### src/rtl/ttrng.sv
// ttrng: TRNG tile. Raw entropy bit -> optional Von Neumann debias -> 32-bit Galois LFSR whitener, plus stuck-source monitor.
// Optional internal ring-oscillator source compiled in with `define TTRNG_RING_OSC_EN (selected by ui_in[3]).
module ttrng #(
    parameter logic [31:0] SEED       = 32'h0000_0001,
    parameter logic [31:0] POLY       = 32'h8020_0003,
    parameter int          HEALTH_RUN = 32
) (
    input  logic       clk,
    input  logic       rst_n,
    input  logic       ena,
    input  logic [7:0] ui_in,
    output logic [7:0] uo_out,
    input  logic [7:0] uio_in,
    output logic [7:0] uio_out,
    output logic [7:0] uio_oe
);
    localparam int               RUN_W   = $clog2(HEALTH_RUN + 1);
    localparam logic [RUN_W-1:0] RUN_MAX = RUN_W'(HEALTH_RUN);
    localparam logic [RUN_W-1:0] RUN_ONE = RUN_W'(1);

    // One whitener step; an all-zero result would lock the LFSR, so reload the seed instead.
    function automatic logic [31:0] lfsr_step(input logic [31:0] s, input logic b);
        logic [31:0] n;
        n = (s >> 1) ^ ((s[0] ^ b) ? POLY : 32'h0);
        return (n == 32'h0) ? SEED : n;
    endfunction

    logic             w_raw;
    logic             w_deb_en;
    logic             w_acc;
    logic             w_bit;
    logic             w_pair_full_nx;
    logic             w_pair_bit_nx;
    logic [31:0]      w_lfsr_nx;
    logic [RUN_W-1:0] w_run_nx;
    logic             w_unused;

    logic [31:0]      r_lfsr;
    logic [7:0]       r_byte;
    logic [2:0]       r_bit_cnt;
    logic             r_strobe;
    logic             r_health;
    logic             r_pair_full;
    logic             r_pair_bit;
    logic             r_deb_prev;
    logic [RUN_W-1:0] r_run;
    logic             r_prev;

`ifdef TTRNG_RING_OSC_EN
    (* keep, dont_touch = "true" *) logic [2:0] w_ro;
    logic r_sync1;
    logic r_sync2;

    assign w_ro[0] = ~w_ro[2];
    assign w_ro[1] = ~w_ro[0];
    assign w_ro[2] = ~w_ro[1];

    always_ff @(posedge clk or negedge rst_n) begin
        if (!rst_n) begin
            r_sync1 <= 1'b0;
            r_sync2 <= 1'b0;
        end else if (ena) begin
            r_sync1 <= w_ro[2];
            r_sync2 <= r_sync1;
        end
    end

    assign w_raw = ui_in[3] ? r_sync2 : ui_in[0];
`else
    assign w_raw = ui_in[0];
`endif

    assign w_deb_en = ui_in[1];
    assign w_unused = ^{uio_in, ui_in[7:2]};

    // A change of debias mode since the last enabled cycle discards any half-filled pair.
    always_comb begin
        w_acc          = 1'b0;
        w_bit          = w_raw;
        w_pair_full_nx = 1'b0;
        w_pair_bit_nx  = r_pair_bit;
        if (!w_deb_en) begin
            w_acc = 1'b1;
        end else if (r_pair_full && (r_deb_prev == w_deb_en)) begin
            w_acc = (r_pair_bit != w_raw);
            w_bit = r_pair_bit;
        end else begin
            w_pair_full_nx = 1'b1;
            w_pair_bit_nx  = w_raw;
        end
    end

    assign w_lfsr_nx = lfsr_step(r_lfsr, w_bit);
    assign w_run_nx  = ((r_run == '0) || (w_raw != r_prev)) ? RUN_ONE :
                       (r_run == RUN_MAX) ? r_run : r_run + RUN_ONE;

    always_ff @(posedge clk or negedge rst_n) begin
        if (!rst_n) begin
            r_lfsr      <= SEED;
            r_byte      <= 8'h00;
            r_bit_cnt   <= 3'd0;
            r_strobe    <= 1'b0;
            r_health    <= 1'b0;
            r_pair_full <= 1'b0;
            r_pair_bit  <= 1'b0;
            r_deb_prev  <= 1'b0;
            r_run       <= '0;
            r_prev      <= 1'b0;
        end else if (!ena) begin
            r_strobe <= 1'b0;
        end else begin
            r_deb_prev  <= w_deb_en;
            r_pair_full <= w_pair_full_nx;
            r_pair_bit  <= w_pair_bit_nx;
            r_run       <= w_run_nx;
            r_prev      <= w_raw;
            r_health    <= r_health | (w_run_nx == RUN_MAX);
            r_strobe    <= 1'b0;
            if (w_acc) begin
                r_lfsr    <= w_lfsr_nx;
                r_bit_cnt <= r_bit_cnt + 3'd1;
                if (r_bit_cnt == 3'd7) begin
                    r_byte   <= w_lfsr_nx[7:0];
                    r_strobe <= 1'b1;
                end
            end
        end
    end

    assign uo_out  = r_byte;
    assign uio_out = {6'b00_0000, r_health, r_strobe};
    assign uio_oe  = 8'b0000_0011;
endmodule

### config.mk
export PLATFORM = sky130hd
export DESIGN_NAME = ttrng
export DESIGN_NICKNAME = d
export VERILOG_FILES = /design/src/rtl/ttrng.sv
export SDC_FILE = /design/constraint.sdc
export NUM_CORES = 1
export LEC_CHECK = 0
export ABC_CLOCK_PERIOD_IN_PS = 1650
export CORE_AREA = 2 2 83 69
export CTS_BUF_LIST = sky130_fd_sc_hd__clkbuf_16
export DETAILED_ROUTE_END_ITERATION = 8
export DIE_AREA = 0 0 85 71
export DONT_BUFFER_PORTS = 1
export GPL_TIMING_DRIVEN = 0
export HOLD_SLACK_MARGIN = 0.05
export PLACE_DENSITY = 0.66
export SYNTH_ARGS = -nofsm -noshare
export SYNTH_HDL_FRONTEND = slang
export SYNTH_SLANG_ARGS = --single-unit
### constraint.sdc
create_clock -name clk -period 1.65 [get_ports clk]
set_input_delay 0.2475 -clock clk [delete_from_list [all_inputs] [get_ports clk]]
set_output_delay 0.2475 -clock clk [all_outputs]
set_load 0.01 [all_outputs]
; ---- After elaboration in Yosys (flattened, before gate mapping)
; Index checks and enable logic that the tools add are counted.
[totals]
mem_bits_ro = 0
reg_bits = 55
out_inout_bits = 24
n_memories = 0
in_bits = 19
elab_cells = 41
latch_bits = 0
ram_bits = 0
[classes]
n_bitwise = 3
n_addsub = 2
n_mul = 0
order_cmp = 0
mux = 13
eq_ne = 6
shifts = 0
reduce_logical = 7
div_mod_pow = 0
[ops]
columns = cell, count
row1 = 2-to-1 mux 32 bit, 2
row2 = logical NOT 32 bit, 1
row3 = XOR 31 x 32 -> 32 bit, 1
row4 = "== test 6 bit, second input constant", 2
row5 = 2-to-1 mux 6 bit, 2
row6 = 2-to-1 mux 1 bit, 9
row7 = "adder 6 x 1 -> 6 bit, second input constant", 1
row8 = logical NOT 6 bit, 1
row9 = AND reduction 2 bit, 2
row10 = "adder 3 x 1 -> 3 bit, second input constant", 1
row11 = "== test 3 bit, second input constant", 1
row12 = AND reduction 3 bit, 1
row13 = inequality test 1 bit, 2
row14 = == test 1 bit, 1
row15 = logical AND 1 bit, 1
row16 = logical OR 1 bit, 1
row17 = bitwise OR 1 bit, 1
row18 = XOR 1 bit, 1

; ---- Logic depth before layout (Yosys ltp)
[logic_depth]
ltp_word = 9
depth_mapped = 7
depth_no_buf = 7

; ---- Worst setup path after synthesis
; No wires, ideal clock.
[synth_path]
path_kind = flip-flop to flip-flop
from = register r_pair_bit
to = register r_byte[1], in the netlist uo_out[1]
setup_time_ns = 0.128
t_required_ns = 1.522
t_arrival_ns = 1.481
synth_period_minus_slack_ns = 1.609
stages_incl_launch_ff = 7
path_slack_ns = 0.041
n_path_buf = 1
path_cell_list = dfrtp_1 xor2_1 a31oi_4 or2_1 buf_6 inv_2 mux2_1
[synth_via]
elab_chain_len = 7
elab_cells_between_ends = 11
cone_classes = eq/ne: 1 / mux: 6 / bitwise: 2 / reduce/logical: 2
[synth_lines]
columns = element, line_no
row1 = "start, declared", 44  ; logic r_pair_bit;
row2 = "start signal, assigned", 114  ; r_pair_bit <= w_pair_bit_nx;
row3 = 2-to-1 mux 1 bit, 84  ; end else if (r_pair_full && (r_deb_prev == w_deb_en)) begin
row4 = 2-to-1 mux 1 bit, 82  ; if (!w_deb_en) begin
row5 = XOR 1 bit, 24  ; n = (s >> 1) ^ ((s[0] ^ b) ? POLY : 32'h0);
row6 = 2-to-1 mux 32 bit, 24
row7 = XOR 31 x 32 -> 32 bit, 24
row8 = logical NOT 32 bit, 25  ; return (n == 32'h0) ? SEED : n;
row9 = 2-to-1 mux 32 bit, 25
row10 = "end signal, assigned", 123  ; r_byte <= w_lfsr_nx[7:0];
row11 = "end, declared", 39  ; logic [7:0] r_byte;
; Parallel ways exist; a longest one is shown, timed or not.
; A chain may end at the register's enable or synchronous reset.

; ---- Worst setup path after layout
; Same ends and word-level chain as after synthesis.

==> impl_metrics.ini <==
[cts]
worstSkewPairLatency_ps = 290
cts_tree = yes
cts.htree.levels = 2
cts_buffers = 5
clock-root-buffer = clkbuf_16
cts.sinks = 55
path_clk_slew_ps = 70
clockBufferDepth = 2

[floorplan]
chipWidth_um = 85
core_area_um2 = 5260
rows = 24
initial_core_util_pct = 48.3
ios = 43
dieHeight_um = 71
die-area_um2 = 6040

[global_route]
grt_start_max_net_pins = 56
track_usage_pct = 14.1
grt_pass1_wl_um = 6750
antenna_found_initial = 0
grt_pass1_vias = 1468
grt-ovfl-total = 0

[pwr]
power.internal_w = 0.00320
clkPwrFrac_pct = 22.8
max-vdd-ir-drop_uv = 795
switching_share_pct = 30.8
power.switching_w = 0.00143
p_comb_share_pct = 27.3
leakage_nw = 1.43
power_density_nw_per_um2 = 1530
total_power_w = 0.00462
p_seq_share_pct = 49.8

[critical_path]
crit_chain = xor2_2, a31oi_4, or2_4, buf_6, inv_4, mux2_4
path_class = flop to flop
cp_slowest_stage_delay_ps = 420
critical_path.top_delay_family = flip-flops
rrSetupSlack_ps = -4
crit_slowest_cell = dfrtp_1
crit_buf_inv = 2
endpoint_kind = flop
cp_data_required_time_ps = 1830
arrival_ps = 1840
critPathLaunchType = flop
cp_max_fo = 5

[outcome]
status = complete, but fails checks
violations = setup timing

[synthesis]
synth_area_um2 = 2540
ys_seq_elements = 55
syn_inst = 198
syn-mean-instance-area_um2 = 12.8
yosysSeqAreaShare_pct = 54.2
yosysUniqueCellTypes = 37
yosysWarningCount = 0

[flow_run]
maxCapViolations = 0

[final_layout]
instances_no_fill = 295
fin_area_um2 = 3020
layout-drive-gt1-share_pct = 43.0
finish.utilization_pct = 57.5
layout_commonest_cell = dfrtp_1
diodes = 0
final_cell_mix = dfrtp_1, mux2_2, buf_4
fin_nets = 252
syn2layout_area_growth_pct = 19.0

[timing]
setup_violations = 1
post-route-period-util_pct = 100
rsz0062_at_grt = true
hold_violations = 0
maxSlewViolCount = 0
skew_ps = 6.76
fmax_mhz = 605
timing.final.crit_period_ps = 1650
setup_ws_ps = -3.61

[routing]
antenna_left = 0
drt-pass1-iter-count = 6
wl_per_cell_um = 13.5
drt-total-wl_um = 3980
drtIter0Drc = 65
drc = 0
vias_per_cell = 5.14
vias = 1517

[placement]
preCtsSetupSlack_ps = -184
io_buffers = 0
place_congestion = 0.836
placedCellCount = 275
dp_hpwl_um = 2620
dpl-instance-area_um2 = 2670

[hold_path]
hp-class = input pin to flop
[registers in the layout (all words and copies together), names as in the netlist]
name	cells
r_deb_prev	1
uo_out	8
r_bit_cnt	3
r_strobe	1
r_lfsr	32
r_pair_full	1
r_pair_bit	1
r_health	1
r_run	6
r_prev	1
[metal layers]
metal / vias up / track usage (%) / wire, um
met3: 5 / 4.08 / 165
met1: 741 / 18.9 / 1910
met4: 0 / 5.82 / 55
met5: - / 0 / 0
li1: 739 / - / -
met2: 32 / 21.4 / 1850
[worst paths after layout]
kind                               from            to  cells after the start
setup / recovery             r_pair_bit     uo_out[1]                      6
hold / removal                 ui_in[0]    r_pair_bit                      1
setup reg to reg             r_pair_bit     uo_out[1]                      6
hold reg to reg            r_bit_cnt[0]  r_bit_cnt[0]                      1
max in group asynchronous         rst_n     r_lfsr[0]                      2
min in group asynchronous         rst_n      r_run[5]                      2
[Yosys cell counts]
| master | instances | area (um^2) |
|---|---|---|
| dfrtp_1 | 54 | 1350 |
| mux2_2 | 37 | 417 |
| buf_4 | 16 | 120 |
| nand2_1 | 9 | 33.8 |
| o21ai_0 | 8 | 40.0 |
| nor4_1 | 7 | 43.8 |
| mux2_4 | 6 | 90.1 |
| nand3_1 | 5 | 25.0 |
| nor2_1 | 5 | 18.8 |
| xor2_1 | 5 | 43.8 |
| buf_2 | 4 | 20.0 |
| ha_1 | 4 | 50.1 |
| inv_1 | 4 | 15.0 |
| o31ai_1 | 4 | 30.0 |
| nand4_1 | 3 | 18.8 |
| and2_1 | 2 | 12.5 |
| and3_1 | 2 | 12.5 |
| conb_1 | 2 | 7.51 |
| nor3_1 | 2 | 10.0 |
| xnor2_1 | 2 | 17.5 |
| a21oi_1 | 1 | 5.00 |
| a31oi_4 | 1 | 21.3 |
| a32o_1 | 1 | 10.0 |
| a41o_1 | 1 | 10.0 |
| buf_6 | 1 | 11.3 |
| clkbuf_1 | 1 | 3.75 |
| dfstp_2 | 1 | 26.3 |
| inv_2 | 1 | 3.75 |
| mux2_1 | 1 | 11.3 |
| mux2i_1 | 1 | 10.0 |
| nand3b_1 | 1 | 7.51 |
| nor2b_1 | 1 | 6.26 |
| nor4b_1 | 1 | 8.76 |
| o311ai_0 | 1 | 8.76 |
| or2_1 | 1 | 6.26 |
| or2_2 | 1 | 6.26 |
| or3_1 | 1 | 6.26 |
[stage by stage]
stage               hold slack (ps)  setup TNS (ps)
global placement              -47.0           -2120
floorplan                     -48.1               0
global route                   97.4            -410
detailed placement            -47.1           -2620
CTS                             103               0
finish                          109           -3.61
[power by group through the flow]
stage               registers [W]  logic (W)  clock network (W)
floorplan                 0.00220   0.000907                  0
global placement          0.00231    0.00101                  0
detailed placement        0.00232    0.00105                  0
CTS                       0.00230    0.00112            0.00109
global route              0.00239    0.00141            0.00113
finish                    0.00230    0.00126            0.00106
[cell families (layout without fill, tap and decap cells)]
group	count (synthesis)	after routing	share of synthesized area (%)
adders and majority gates	4	4	1.97
xor gates and xnor gates	7	7	2.41
DFF	55	55	54.2
buffers and inverters	27	47	6.85
muxes	45	45	20.8
AOI/OAI and AO/OA	17	17	4.93
and+or+nand+nor	41	41	8.52
other	2	14	0.296
[final cells by class]
cell class | count | area, um^2
fill | 421 | 2230
clock buffer | 5 | 125
inverter | 5 | 21.3
timing repair buffer | 12 | 126
buffer | 22 | 170
multi-input combinational | 128 | 1090
sequential | 55 | 1380
clock inverter | 3 | 22.5
tap | 65 | 81.3
[what timing repair did]
action | in CTS | in global routing
hold buffers | 2 | 0
hold endpoints to repair | 55 | 0
buffers inserted | 2 | 7
pin swaps | 2 | 3
resized for setup | 8 | 17
setup endpoints to repair | 40 | 24
cloned | 0 | 1
Power figures use the tool's default switching activity.
